## src/rtl/display_scan.sv

```systemverilog
// Scan timing for the 7-segment driver: digit select, per-digit enables with
// an anti-ghosting blanking window, blink phase and leading-zero suppression.
`timescale 1ns/1ps
module display_scan #(
   parameter int SCAN_DIV     = 1000,
   parameter int BLANK_CYCLES = 16,
   parameter int BLINK_FRAMES = 125
) (
   input  logic       i_Clk,
   input  logic       i_Rst_n,
   input  logic       i_Display_On,
   input  logic [3:0] i_Blink_Mask,
   input  logic       i_Dot_En,
   input  logic       i_Dot_Blink,
   input  logic       i_Blink_Restart,
   input  logic       i_LZ_Suppress,
   input  logic [3:0] i_Tens_Hour,
   output logic [1:0] o_Select,
   output logic [3:0] o_Enable_Digits,
   output logic       o_Enable_Dot,
   output logic       o_Blink_Phase,
   output logic       o_Frame_Tick
);

   localparam int DIV_W   = (SCAN_DIV > 1) ? $clog2(SCAN_DIV) : 1;
   localparam int BLINK_W = (BLINK_FRAMES > 1) ? $clog2(BLINK_FRAMES) : 1;

   localparam logic [DIV_W-1:0]   DIV_LOAD   = DIV_W'(SCAN_DIV - 1);
   localparam logic [DIV_W-1:0]   BLANK_EDGE = DIV_W'(SCAN_DIV - 1 - BLANK_CYCLES);
   localparam logic [BLINK_W-1:0] BLINK_LOAD = BLINK_W'(BLINK_FRAMES - 1);

   // Both timers are down-counters; slot position = DIV_LOAD - div_cnt.
   logic [DIV_W-1:0]   div_cnt, div_nxt;
   logic [BLINK_W-1:0] blink_cnt, blink_nxt;
   logic [1:0]         sel_nxt;
   logic               slot_wrap, frame_wrap;
   logic               phase_nxt, blank_nxt, lz;
   logic [3:0]         en_nxt;
   logic               dot_nxt;

   always_comb begin
      slot_wrap  = (div_cnt == '0);
      div_nxt    = slot_wrap ? DIV_LOAD : div_cnt - 1'b1;
      sel_nxt    = slot_wrap ? o_Select + 2'd1 : o_Select;
      frame_wrap = slot_wrap && (o_Select == 2'd3);

      blink_nxt = blink_cnt;
      phase_nxt = o_Blink_Phase;
      // Restart wins over a coincident frame boundary.
      if (i_Blink_Restart) begin
         blink_nxt = BLINK_LOAD;
         phase_nxt = 1'b0;
      end else if (frame_wrap) begin
         if (blink_cnt == '0) begin
            blink_nxt = BLINK_LOAD;
            phase_nxt = ~o_Blink_Phase;
         end else begin
            blink_nxt = blink_cnt - 1'b1;
         end
      end

      // Outputs are computed from next-state values so they line up with the
      // counter state registered alongside them.
      blank_nxt = (div_nxt > BLANK_EDGE);
      lz        = i_LZ_Suppress && (i_Tens_Hour == 4'd0);
      en_nxt    = {4{i_Display_On & ~blank_nxt}}
                & ~(i_Blink_Mask & {4{phase_nxt}})
                & ~{lz, 3'b000};
      dot_nxt   = i_Display_On & i_Dot_En & ~(i_Dot_Blink & phase_nxt);
   end

   always_ff @(posedge i_Clk or negedge i_Rst_n) begin
      if (!i_Rst_n) begin
         div_cnt         <= DIV_LOAD;
         blink_cnt       <= BLINK_LOAD;
         o_Select        <= 2'd0;
         o_Blink_Phase   <= 1'b0;
         o_Enable_Digits <= 4'd0;
         o_Enable_Dot    <= 1'b0;
         o_Frame_Tick    <= 1'b0;
      end else begin
         div_cnt         <= div_nxt;
         blink_cnt       <= blink_nxt;
         o_Select        <= sel_nxt;
         o_Blink_Phase   <= phase_nxt;
         o_Enable_Digits <= en_nxt;
         o_Enable_Dot    <= dot_nxt;
         o_Frame_Tick    <= frame_wrap;
      end
   end

endmodule

```

## config.mk

```make
export PLATFORM = sky130hd
export DESIGN_NAME = display_scan
export DESIGN_NICKNAME = d
export VERILOG_FILES = /design/src/rtl/display_scan.sv
export SDC_FILE = /design/constraint.sdc
export NUM_CORES = 1
export LEC_CHECK = 0
export CORE_ASPECT_RATIO = 1.5
export CORE_MARGIN = 4
export CORE_UTILIZATION = 40
export CTS_BUF_LIST = sky130_fd_sc_hd__clkbuf_8
export DETAILED_ROUTE_END_ITERATION = 16
export SLEW_MARGIN = 20
export SYNTH_ARGS = -nofsm -noshare
export SYNTH_HDL_FRONTEND = slang
export SYNTH_SLANG_ARGS = --single-unit
```

## constraint.sdc

```tcl
create_clock -name i_Clk -period 5.9 [get_ports i_Clk]
set_input_delay 0.59 -clock i_Clk [delete_from_list [all_inputs] [get_ports i_Clk]]
set_output_delay 0.59 -clock i_Clk [all_outputs]
set_load 0.005 [all_outputs]
```

# Word level (Yosys, flattened, before mapping)
# Cells that the tools add are included.
[totals]
reg_bits = 26
input_bits = 15
out_inout_bits = 9
[classes]
add_sub_neg = 3
n_lt_le_gt_ge = 1
n_eq_ne = 1
mux = 7
n_bitwise = 12
n_reduce_logical = 6
[op_table]
columns = ["operator", "n"]
rows = [
  ["$mux 7", 3],
  ["$and 4x4->4", 3],
  ["$gt 10x10->1 const B", 1],
  ["$logic_not 10->1", 1],
  ["$mux 10", 1],
  ["$sub 10x1->10 const B", 1],
  ["$not 4->4", 2],
  ["$logic_not 7->1", 1],
  ["$sub 7x1->7 const B", 1],
  ["$and 1x1->1", 4],
  ["$logic_not 4->1", 1],
  ["$mux 1", 3],
  ["$not 1->1", 3],
  ["$add 2x1->2 const B", 1],
  ["$eq 2x2->1 const B", 1],
  ["$logic_and 1x1->1", 2],
  ["$reduce_bool 2->1", 1],
]

# Logic depth before layout (Yosys ltp)
# Gate-level depths: netlist (run 1).
[logic_depth]
word_depth = 8
ltp_mapped = 8
depth_no_buf = 7

# Worst setup path before layout (run 1)
# Ideal clock, no wire load.
[synth_path]
path_kind = "register -> register"
start = "reg div_cnt[0]"
end = "reg o_Enable_Digits[3]"
setup_time_ps = 139
t_arrival_ps = 1898
required_ps = 5761
setup_slack_ps = 3863
path_stages_with_launch = 9
n_path_buf = 1
path_cell_list = "dfstp_2 inv_1 ha_1 or3b_1 buf_6 nor4b_2 nor3b_1 a2111oi_4 a211oi_2"
[synth_between]
elab_chain_len = 8
elab_cells_between_ends = 13
classes_between = "add/sub (1); order compare (1); mux (3); bitwise (6); reduce/logical (2)"
[synth_lines]
columns = ["element", "line_no", "source"]
rows = [
  ["start: declaration", "33", "logic [DIV_W-1:0] div_cnt, div_nxt;"],
  ["start signal: assignment", "82", "div_cnt <= div_nxt;"],
  ["parallel branches: the longest is 6 deep, another holds $sub 10x1->10", "n/a", ""],
  ["$and 4x4->4 (*)", "67", "& ~(i_Blink_Mask & {4{phase_nxt}})"],
  ["$and 4x4->4 (*)", "68", "& ~{lz, 3'b000};"],
  ["via en_nxt[3]", "38", "logic [3:0] en_nxt;"],
  ["end signal: assignment", "86", "o_Enable_Digits <= en_nxt;"],
  ["end: declaration", "19", "output logic [3:0] o_Enable_Digits,"],
]
# Mark *: on every way through the listed nets, which the timed path passes.
# A chain may end at the register's enable or synchronous reset.

# Worst setup path in the final report (run 1)
[layout_path]
start = "reg div_cnt[0]"
end = "reg o_Enable_Digits[1]"
[layout_between]
elab_chain_len = 8
elab_cells_between_ends = 13
classes_between = "add/sub (1); order compare (1); mux (3); bitwise (6); reduce/logical (2)"
[layout_lines]
columns = ["element", "line_no", "source"]
rows = [
  ["$logic_not 10->1", "42", "slot_wrap = (div_cnt == '0);"],
  ["$logic_and 1x1->1", "45", "frame_wrap = slot_wrap && (o_Select == 2'd3);"],
  ["$mux 1", "53", "end else if (frame_wrap) begin"],
  ["$mux 1", "50", "if (i_Blink_Restart) begin"],
  ["via phase_nxt", "37", "logic phase_nxt, blank_nxt, lz;"],
  ["$and 4x4->4", "67", ""],
  ["$not 4->4", "67", ""],
  ["$and 4x4->4", "67", ""],
  ["$and 4x4->4", "68", ""],
  ["via en_nxt[1]", "38", ""],
]
# The timed path passes the listed nets, and every way through them passes these cells.

==> results by group, run 1 <==
Clock tree
  • Post-CTS Hold Fix Bufs: 0
  • Count of H-tree levels built during CTS: 1
  • Sinks on the clock net: 26
  • Max Root-Sink Buffers: 2
  • Number of gates given a new drive strength after cts: 0
  • Clock network latency to the later pin of the worst-skew pair: 260 ps
  • Clock tree from TritonCTS: yes
  • Cts bufs inserted: 3
  • Clk root buf: sky130_fd_sc_hd__clkbuf_8
  • Post-CTS setup buffers: 0
  • Clock-pin slew on the worst setup and hold paths: 90 ps

Global routing
  • Met3 Usage GRT: 2.07%
  • Number of global-route vias before repair: 1,145
  • Met1 capacity usage during global routing: 14.1%
  • Grt peak-use layer: met2
  • Grt total ovfl: 0
  • First-pass GRT wire length: 4920 um
  • Global router's overall resource usage: 13.5%
  • Largest net degree at the start of global routing: 27
  • Global routing met2 resource utilization: 26.5%
  • Number of antenna violations at the first check in global routing: 0

Power and ir drop
  • Maximum ir drop on the vdd rail: 0.153 mV
  • Total power per unit cell area: 177 nW/um2
  • Static power due to leakage: 0.661 nW
  • Design Power: 0.304 mW

Synthesis
  • Number of enable flip-flop cells after synthesis: 0
  • Proportion of synthesized flip-flops having asynchronous set or reset: 100%
  • Largest cells by area after synthesis: sky130_fd_sc_hd__dfstp_2 24%, sky130_fd_sc_hd__dfrtp_1 23%, sky130_fd_sc_hd__ha_1 4.4%, sky130_fd_sc_hd__nand2_1 3.2%, sky130_fd_sc_hd__a21oi_1 2.8%
  • Share of the yosys chip area belonging to registers: 47.2%
  • Number of nets in the synthesized netlist: 155
  • FF+latch count, synth: 26
  • Post-synthesis average cell area: 10.5 um2
  • Library cell occupying the most area in the post-synthesis netlist: sky130_fd_sc_hd__dfstp_2
  • Flip-flop cell with the highest count after synthesis: sky130_fd_sc_hd__dfstp_2
  • Post-Synthesis Cell Area: 1410 um2
  • Cell count after synthesis: 135
  • Area share of the largest cell type after synthesis: 24.2%
  • Number of unique standard cell types used by synthesis: 45
  • Yosys warnings: 0

Final layout
  • P&R area growth vs syn: 21.5%
  • Final design utilization: 50.3%
  • Total inserted antenna cells: 0
  • Number of cells in the finished layout apart from fillers: 201
  • Proportion of layout cells with a drive suffix above 1: 17.6%
  • Final-layout fill cell count: 323
  • Number of nets in the final layout: 180

Worst setup path
  • Sort of element at the start of the critical path: register
  • Top fanout value on the critical path: 12
  • Dominant delay contributor by cell family on the critical path: simple AND/OR/NAND/NOR gates
  • Setup Crit Path Kind: register to register
  • Startpoint of the worst-slack reg-to-reg timing path: div_cnt[0]$_DFF_PN1_
  • R2R Path End: o_Enable_Digits[1]$_DFF_PN0_
  • Required time of the critical path: 6030 ps
  • Category of the worst setup path capture point: register
  • Reg2reg setup slack: 3290 ps
  • Number of buffers and inverters on the critical path: 1
  • Critical Path Max Stage Delay: 520 ps
  • Worst reg-to-reg path cell count: 7
  • Standard cell with the maximum stage delay on the critical path: sky130_fd_sc_hd__or3_1
  • Data arrival, critical path: 2740 ps
  • Worst-path cell chain: inv_1 > ha_1 > nor4b_2 > nand4_1 > or3_1 > a21oi_2 > a21oi_1

Timing
  • Max-slew violation total from the final report: 0
  • Achievable clock frequency: 0.384 GHz
  • Final hold violation count: 0
  • Worst slew margin relative to its limit: 55.6%
  • Ratio of final minimum period to clock period: 44.2%
  • Final worst clock skew: 5.40 ps
  • Unrepaired setup endpoints after global routing: no
  • Final number of setup-violating endpoints: 0
  • Total negative slack for setup checks: 0 ps
  • Post-layout min period: 2610 ps
  • PnR worst setup slack: 3290 ps
  • Tightest Pin Transition: 660 ps

Route
  • Detail-routed net length per standard cell: 14.3 um
  • Via Count: 1,092
  • WL final: 2870 um
  • Count of nets left with antenna violations after detail routing: 0
  • Count of routing violations after the opening detailed-route iteration: 35
  • First-pass iteration count of the detailed router: 4
  • Number of DRC violations after detailed routing: 0
  • Detail-routed via count per cell: 5.43

Die
  • Chip width: 56.5 um
  • Std cell rows: 26
  • Area of the placeable core: 3420 um2
  • I/O pin total: 24
  • Die Height: 80.8 um
  • Initial core utilization: 41.4%
  • Die footprint: 4570 um2

Run
  • Count of max-cap constraint violations: 0

Worst hold path
  • Worst hold path cell count: 1
  • HP Class: register to register
  • Source of the worst hold timing path: div_cnt[0]$_DFF_PN1_
  • Worst min-delay path endpoint: div_cnt[0]$_DFF_PN1_

Placement
  • Final HPWL from detailed placement: 2240 um
  • Final Wtd Congestion: 0.792
  • Placed cells: 197
  • Input/output buffers: 23
  • Place WS: 3360 ps

Status
  • Status: finished, final reports clean
-- worst reg2reg max path, cell delays in order (launching register included) --
cell	delay (ps)
sky130_fd_sc_hd__dfstp_2	390
sky130_fd_sc_hd__inv_1	80
sky130_fd_sc_hd__ha_1	240
sky130_fd_sc_hd__nor4b_2	360
sky130_fd_sc_hd__nand4_1	470
sky130_fd_sc_hd__or3_1	520
sky130_fd_sc_hd__a21oi_2	280
sky130_fd_sc_hd__a21oi_1	120
-- registers in the layout (all words and copies together), names as in the netlist --
| signal | count |
|---|---|
| o_Blink_Phase | 1 |
| blink_cnt | 7 |
| o_Frame_Tick | 1 |
| o_Select | 2 |
| o_Enable_Digits | 4 |
| o_Enable_Dot | 1 |
| div_cnt | 10 |
-- metal layers --
layer | wire length, um | part of all wire [%]
met5 | 0 | 0
met3 | 59 | 2.1
met1 | 1140 | 40
met2 | 1630 | 57
met4 | 43 | 1.5
-- worst max path at each step --
| stage | depth (start not counted) | startpoint | end |
|---|---|---|---|
| floorplan | 8 | div_cnt[0]$_DFF_PN1_ | o_Enable_Digits[3]$_DFF_PN0_ |
| global placement | 7 | div_cnt[0]$_DFF_PN1_ | o_Enable_Digits[2]$_DFF_PN0_ |
| CTS | 7 | div_cnt[0]$_DFF_PN1_ | o_Enable_Digits[1]$_DFF_PN0_ |
| finish | 7 | div_cnt[0]$_DFF_PN1_ | o_Enable_Digits[1]$_DFF_PN0_ |
| detailed placement | 7 | div_cnt[0]$_DFF_PN1_ | o_Enable_Digits[1]$_DFF_PN0_ |
| global route | 7 | div_cnt[0]$_DFF_PN1_ | o_Enable_Digits[2]$_DFF_PN0_ |
-- logic make-up after synthesis --
kind of cell               after synthesis  synth area share, %
DFF                                     26                 47.2
AOI/OAI and AO/OA                       33                 18.6
adders and majority gates                5                 4.42
buffers and inverters                   12                 4.34
xor gates and xnor gates                 6                 3.72
and+or+nand+nor                         53                 21.8
-- layout make-up --
class | instances | area [um2] | share of cell area [%]
clock buffers | 3 | 41.3 | 2.40
clock inverters | 1 | 3.75 | 0.218
inverters | 8 | 30.0 | 1.75
multi-input cells | 97 | 686 | 39.9
flip-flops and latches | 26 | 667 | 38.8
well taps | 42 | 52.6 | 3.06
repair buffers | 24 | 238 | 13.8
-- cells in the mapped netlist (2+ instances only) --
master / n
sky130_fd_sc_hd__a211o_1: 4
sky130_fd_sc_hd__a21o_1: 3
sky130_fd_sc_hd__a21oi_1: 8
sky130_fd_sc_hd__a21oi_2: 2
sky130_fd_sc_hd__a31oi_1: 2
sky130_fd_sc_hd__buf_6: 2
sky130_fd_sc_hd__dfrtp_1: 13
sky130_fd_sc_hd__dfstp_2: 13
sky130_fd_sc_hd__ha_1: 5
sky130_fd_sc_hd__inv_1: 7
sky130_fd_sc_hd__nand2_1: 12
sky130_fd_sc_hd__nand3_1: 2
sky130_fd_sc_hd__nand3b_1: 3
sky130_fd_sc_hd__nand4_1: 2
sky130_fd_sc_hd__nor2_1: 10
sky130_fd_sc_hd__nor3_1: 6
sky130_fd_sc_hd__nor4_1: 3
sky130_fd_sc_hd__nor4b_2: 2
sky130_fd_sc_hd__o21ai_1: 4
sky130_fd_sc_hd__o21bai_1: 2
sky130_fd_sc_hd__or3_1: 2
sky130_fd_sc_hd__xnor2_1: 3
sky130_fd_sc_hd__xor2_1: 3
-- per-stage QoR --
step | hold slack (ps) | instance area (um2)
floorplan | 294 | 1410
global placement | 451 | 1670
CTS | 478 | 1720
detailed placement | 456 | 1670
finish | 479 | 1720
global route | 503 | 1720
-- cells in the final DEF (no fill, tap or decap), types with 3 or more instances in the layout --
master,instances
sky130_fd_sc_hd__nor3_1,6
sky130_fd_sc_hd__dfstp_2,13
sky130_fd_sc_hd__nand2_1,12
sky130_fd_sc_hd__clkdlybuf4s50_1,23
sky130_fd_sc_hd__a21o_1,3
sky130_fd_sc_hd__ha_1,5
sky130_fd_sc_hd__xor2_1,3
sky130_fd_sc_hd__o21ai_1,4
sky130_fd_sc_hd__nand3b_1,3
sky130_fd_sc_hd__inv_1,8
sky130_fd_sc_hd__nor2_1,10
sky130_fd_sc_hd__a211o_1,4
sky130_fd_sc_hd__a21oi_1,8
sky130_fd_sc_hd__dfrtp_1,13
sky130_fd_sc_hd__xnor2_1,3
sky130_fd_sc_hd__clkbuf_8,3
sky130_fd_sc_hd__nor4_1,3
-- where the power goes --
part	switching (mW)	internal (mW)
clock	0.0528	0.0465
sequential	0.000481	0.180
combinational	0.00906	0.0144
total	0.0623	0.241
Power figures use the tool's default switching activity.
==> run 2: changes to the inputs <==
Clock period 5.9 ns to 2.4 ns, I/O delays scaled along.
==> run 2 against run 1 <==
Effect of this change: wire length up 5.0%; global-route usage is 0.30 points higher; clock power rose by 150%; final area increased by 3.4%; register-to-register slack lost 3200 ps; core utilization is 1.7 points higher; critical path depth unchanged.
==> results by group, run 2 (synthesized netlist as in run 1, its figures left out) <==
Status
  • Status: finished, final reports clean

Route
  • Via Count: 1,107
  • Detail-routed via count per cell: 5.35
  • WL final: 3010 um
  • Number of DRC violations after detailed routing: 0
  • Count of nets left with antenna violations after detail routing: 0
  • First-pass iteration count of the detailed router: 2
  • Count of routing violations after the opening detailed-route iteration: 26
  • Detail-routed net length per standard cell: 14.6 um

Timing
  • Post-layout min period: 2260 ps
  • Worst slew margin relative to its limit: 63.0%
  • Total negative slack for setup checks: 0 ps
  • Final hold violation count: 0
  • Unrepaired setup endpoints after global routing: no
  • Ratio of final minimum period to clock period: 94.1%
  • Max-slew violation total from the final report: 0
  • Tightest Pin Transition: 551 ps
  • Achievable clock frequency: 0.443 GHz
  • Final number of setup-violating endpoints: 0
  • Final worst clock skew: 5.46 ps
  • PnR worst setup slack: 141 ps

Worst setup path
  • Data arrival, critical path: 2400 ps
  • Standard cell with the maximum stage delay on the critical path: sky130_fd_sc_hd__a2111oi_4
  • Sort of element at the start of the critical path: register
  • Reg2reg setup slack: 140 ps
  • Worst-path cell chain: inv_1 > ha_2 > or3b_4 > nor4b_4 > nor3b_1 > a2111oi_4 > a211oi_2
  • Critical Path Max Stage Delay: 460 ps
  • Top fanout value on the critical path: 5
  • Required time of the critical path: 2540 ps
  • Setup Crit Path Kind: register to register
  • Category of the worst setup path capture point: register

Clock tree
  • Clk root buf: sky130_fd_sc_hd__clkbuf_8
  • Clock tree from TritonCTS: yes
  • Max Root-Sink Buffers: 2
  • Count of H-tree levels built during CTS: 1
  • Clock-pin slew on the worst setup and hold paths: 90 ps
  • Clock network latency to the later pin of the worst-skew pair: 270 ps
  • Sinks on the clock net: 26
  • Cts bufs inserted: 3

Die
  • Die footprint: 4570 um2
  • Area of the placeable core: 3420 um2
  • Initial core utilization: 41.4%
  • I/O pin total: 24
  • Die Height: 80.8 um
  • Std cell rows: 26
  • Chip width: 56.5 um

Final layout
  • Commonest non-fill, non-tap cell in the layout: sky130_fd_sc_hd__clkdlybuf4s50_1
  • Post-layout instance area: 1780 um2
  • P&R area growth vs syn: 25.7%
  • Total inserted antenna cells: 0
  • Register bank with the most flops: div_cnt
  • Commonest non-fill, non-tap cells in the layout: 23 x sky130_fd_sc_hd__clkdlybuf4s50_1, 13 x sky130_fd_sc_hd__dfrtp_1, 13 x sky130_fd_sc_hd__dfstp_2
  • Number of flip-flops in the largest register: 10
  • Number of nets in the final layout: 186
  • Proportion of layout cells with a drive suffix above 1: 21.8%
  • Largest regs: div_cnt: 10 flops, blink_cnt: 7 flops, o_Enable_Digits: 4 flops

Global routing
  • Number of global-route vias before repair: 1,133
  • Global router's overall resource usage: 13.8%
  • Largest net degree at the start of global routing: 27
  • First-pass GRT wire length: 5000 um
  • Number of antenna violations at the first check in global routing: 0
  • Grt total ovfl: 0

Placement
  • Place WS: 45.2 ps
  • Input/output buffers: 23
  • Final HPWL from detailed placement: 2270 um
  • Placed instance area: 1700 um2
  • Final Wtd Congestion: 0.799

Power and ir drop
  • Static power due to leakage: 0.690 nW
  • Total power per unit cell area: 421 nW/um2
  • Maximum ir drop on the vdd rail: 0.198 mV

Worst hold path
  • HP Class: input pin to asynchronous set/reset pin

Run
  • Count of max-cap constraint violations: 0
-- run 2: final timing paths --
check,startpoint,to,depth (start not counted)
max reg2reg,div_cnt[0]$_DFF_PN1_,o_Enable_Digits[3]$_DFF_PN0_,7
min reg2reg,div_cnt[0]$_DFF_PN1_,div_cnt[0]$_DFF_PN1_,1
max,div_cnt[0]$_DFF_PN1_,o_Enable_Digits[3]$_DFF_PN0_,7
min in group i_Clk,div_cnt[0]$_DFF_PN1_,div_cnt[0]$_DFF_PN1_,1
min,i_Rst_n,o_Frame_Tick$_DFF_PN0_,2
max in group asynchronous,i_Rst_n,blink_cnt[3]$_DFFE_PN1P_,2
-- run 2: power by group --
group          total [mW]  leakage [nW]  internal (mW)  switching [mW]
Combinational      0.0568         0.366         0.0347          0.0221
Clock               0.247        0.0269          0.114           0.132
Sequential          0.444         0.297          0.443         0.00118
-- run 2: area by class of cell --
type                       count  area, um2
clock buffer                   3       41.3
clock inverter                 1       3.75
fill                         323       1640
inverter                       8       30.0
multi-input combinational     97        699
sequential                    26        667
tap                           42       52.6
timing repair buffer          30        283
-- run 2: timing repair --
action / in CTS / in global routing
hold buffers: 0 / 0
setup endpoints to repair: 0 / 4
gates resized for setup: 0 / 3
endpoints found under the hold margin: 0 / 0
setup buffers: 0 / 3
-- run 2: worst max-delay path, delay by kind of cell, from the launching register on --
family / cells / cell delay (ps)
AND/OR/NAND/NOR: 3 / 890
AO/OA/AOI/OAI: 2 / 540
flip-flops: 1 / 390
adder cells (fa/ha/maj): 1 / 220
buffers and inverters: 1 / 80
-- run 2: routing by layer --
metal	track usage, %	share of wire (%)	wire length [um]	up-vias
met5	0	0	0	-
met4	6.18	1.5	45	0
met3	2.23	2.4	73	4
met2	25.0	55	1670	10
met1	15.8	41	1220	543
li1	-	-	-	550
-- run 2: stage by stage --
| step | total power [mW] | std cells | utilization (%) | hold slack, ps |
|---|---|---|---|---|
| global route | 0.783 | 207 | 52.0 | 357 |
| floorplan | 0.464 | 135 | - | -55.6 |
| global placement | 0.510 | 200 | 49.6 | 450 |
| CTS | 0.764 | 204 | 51.0 | 335 |
| finish | 0.748 | 207 | 52.0 | 333 |
| detailed placement | 0.511 | 200 | 49.6 | 457 |
==> RTL edit: new RTL, flow settings as in run 2 <==
Remove the register `o_Enable_Dot`: a continuous assignment takes its place, so the output `o_Enable_Dot` follows one clock earlier.
--- a/src/rtl/display_scan.sv
+++ b/src/rtl/display_scan.sv
@@ -78,3 +78,2 @@
          o_Enable_Digits <= 4'd0;
-         o_Enable_Dot    <= 1'b0;
          o_Frame_Tick    <= 1'b0;
@@ -86,3 +85,2 @@
          o_Enable_Digits <= en_nxt;
-         o_Enable_Dot    <= dot_nxt;
          o_Frame_Tick    <= frame_wrap;
@@ -91,2 +89,4 @@
 
+   assign o_Enable_Dot = dot_nxt;
+
 endmodule
Function: changed (Yosys sat finds a counterexample within 4 cycles, from zero or initial values and one cycle with i_Rst_n low).
==> RTL edit against run 2 <==
Die area is 1.6% lower. Sequential cell count is 1 lower. Count of clock-buffer cells in the layout stayed put. Global-route usage is 1.1 points higher. Area after synthesis is 1.8% lower. Critical path depth is 1 higher. Wire length is 1.4% higher. Largest power group unchanged. Total power is 2.8% lower. Non-clock buffer count is 7 higher. Clock skew is 0.0018 ns lower. Worst setup slack better by 0.0036 ns. Design area is 2.3% higher.
==> RTL edit: results (changes against run 2) <==
<table>
<tr><th>Metric</th><th>Value</th></tr>
<tr><th colspan="2">GRT</th></tr>
<tr><td>Met1 Track Usage GR</td><td>15.6% (-0.25 points)</td></tr>
<tr><td>Pin count of the biggest net entering global routing</td><td>26 (-3.7%)</td></tr>
<tr><td>GRT Resource Usage Total</td><td>14.9% (+1.1 points)</td></tr>
<tr><td>Wire length of the first global-routing pass</td><td>5380 um (+7.5%)</td></tr>
<tr><td>Number of global-route vias before repair</td><td>1274 (+12%)</td></tr>
<tr><th colspan="2">Synthesis</th></tr>
<tr><td>Gate count of the mapped netlist</td><td>134 (-0.74%)</td></tr>
<tr><td>Top cells by area, synth</td><td>sky130_fd_sc_hd__dfstp_2 25%, sky130_fd_sc_hd__dfrtp_1 22%, sky130_fd_sc_hd__ha_1 4.5%, sky130_fd_sc_hd__nand2_1 3.2%, sky130_fd_sc_hd__a21oi_1 2.9%</td></tr>
<tr><td>Nets in the synthesized netlist</td><td>154 (-0.65%)</td></tr>
<tr><th colspan="2">Layout</th></tr>
<tr><td>Ratio of cells with drive above 1 in the final layout</td><td>27.5% (+5.7 points)</td></tr>
<tr><td>Number of filler cells placed in the layout</td><td>310 (-4.0%)</td></tr>
<tr><td>Area occupied by multi-input gates</td><td>713 um^2 (+2.0%)</td></tr>
<tr><td>Number of signal-net buffers in the layout</td><td>37 (+23%)</td></tr>
<tr><td>Proportion of cell area spent on the clock network</td><td>2.48% (-0.056 points)</td></tr>
<tr><td>Fraction of area in multi-input gates</td><td>39.3% (-0.11 points)</td></tr>
<tr><th colspan="2">Place</th></tr>
<tr><td>Place WS</td><td>0.0294 ns (-0.0158 ns)</td></tr>
<tr><td>Cell total after placement</td><td>207 (+3.5%)</td></tr>
<tr><td>Placement-stage cell area</td><td>0.00173 mm^2 (+2.1%)</td></tr>
<tr><td>Gp weighted congestion</td><td>0.754 (-5.6%)</td></tr>
<tr><th colspan="2">Run status</th></tr>
<tr><td>Status</td><td>completed</td></tr>
<tr><th colspan="2">Drt</th></tr>
<tr><td>Met2 wire len</td><td>1680 um (+0.78%)</td></tr>
<tr><td>Routed met1 length</td><td>1140 um (-6.7%)</td></tr>
<tr><th colspan="2">Clocking</th></tr>
<tr><td># Post-CTS Setup Buffers</td><td>2 (+2)</td></tr>
<tr><td>Count of instances resized after the clock tree is built</td><td>7 (+7)</td></tr>
<tr><td>Number of sinks driven by the clock tree</td><td>25 (-3.8%)</td></tr>
<tr><th colspan="2">Pwr</th></tr>
<tr><td>Leakage power</td><td>0.708 nW (+2.6%)</td></tr>
<tr><td>Highest ir drop seen on vdd</td><td>315 uV (+59%)</td></tr>
<tr><th colspan="2">Timing</th></tr>
<tr><td>Pin slew with the least headroom to its limit</td><td>0.519 ns (-0.0325 ns)</td></tr>
</table>
## RTL edit: cell types whose count changed in the layout (fill, tap and decap cells not counted), sizes merged
cell,before,now
dfrtp,13,12
clkbuf,3,4
buf,7,14
clkdlybuf4s50,23,22
## RTL edit: final timing paths
| kind | end | slack (ns) | from | cells past startpoint |
|---|---|---|---|---|
| setup / recovery | o_Enable_Dot | 0.14 | div_cnt[0] | 8 |
| hold / removal | o_Select[1] | 0.33 | i_Rst_n | 2 |
| setup reg to reg | o_Enable_Digits[3] | 0.16 | div_cnt[0] | 8 |
| hold reg to reg | o_Select[0] | 0.51 | o_Select[0] | 1 |
| max in group asynchronous | blink_cnt[5] | 1.77 | i_Rst_n | 2 |
| min in group i_Clk | o_Select[0] | 0.51 | o_Select[0] | 1 |
## RTL edit: power by group
part | internal [W] | switching [W] | leakage (nW) | total (W)
logic | 0.0000346 | 0.0000224 | 0.397 | 0.0000571
clock network | 0.000114 | 0.000128 | 0.0269 | 0.000243
registers | 0.000426 | 0.00000102 | 0.284 | 0.000427
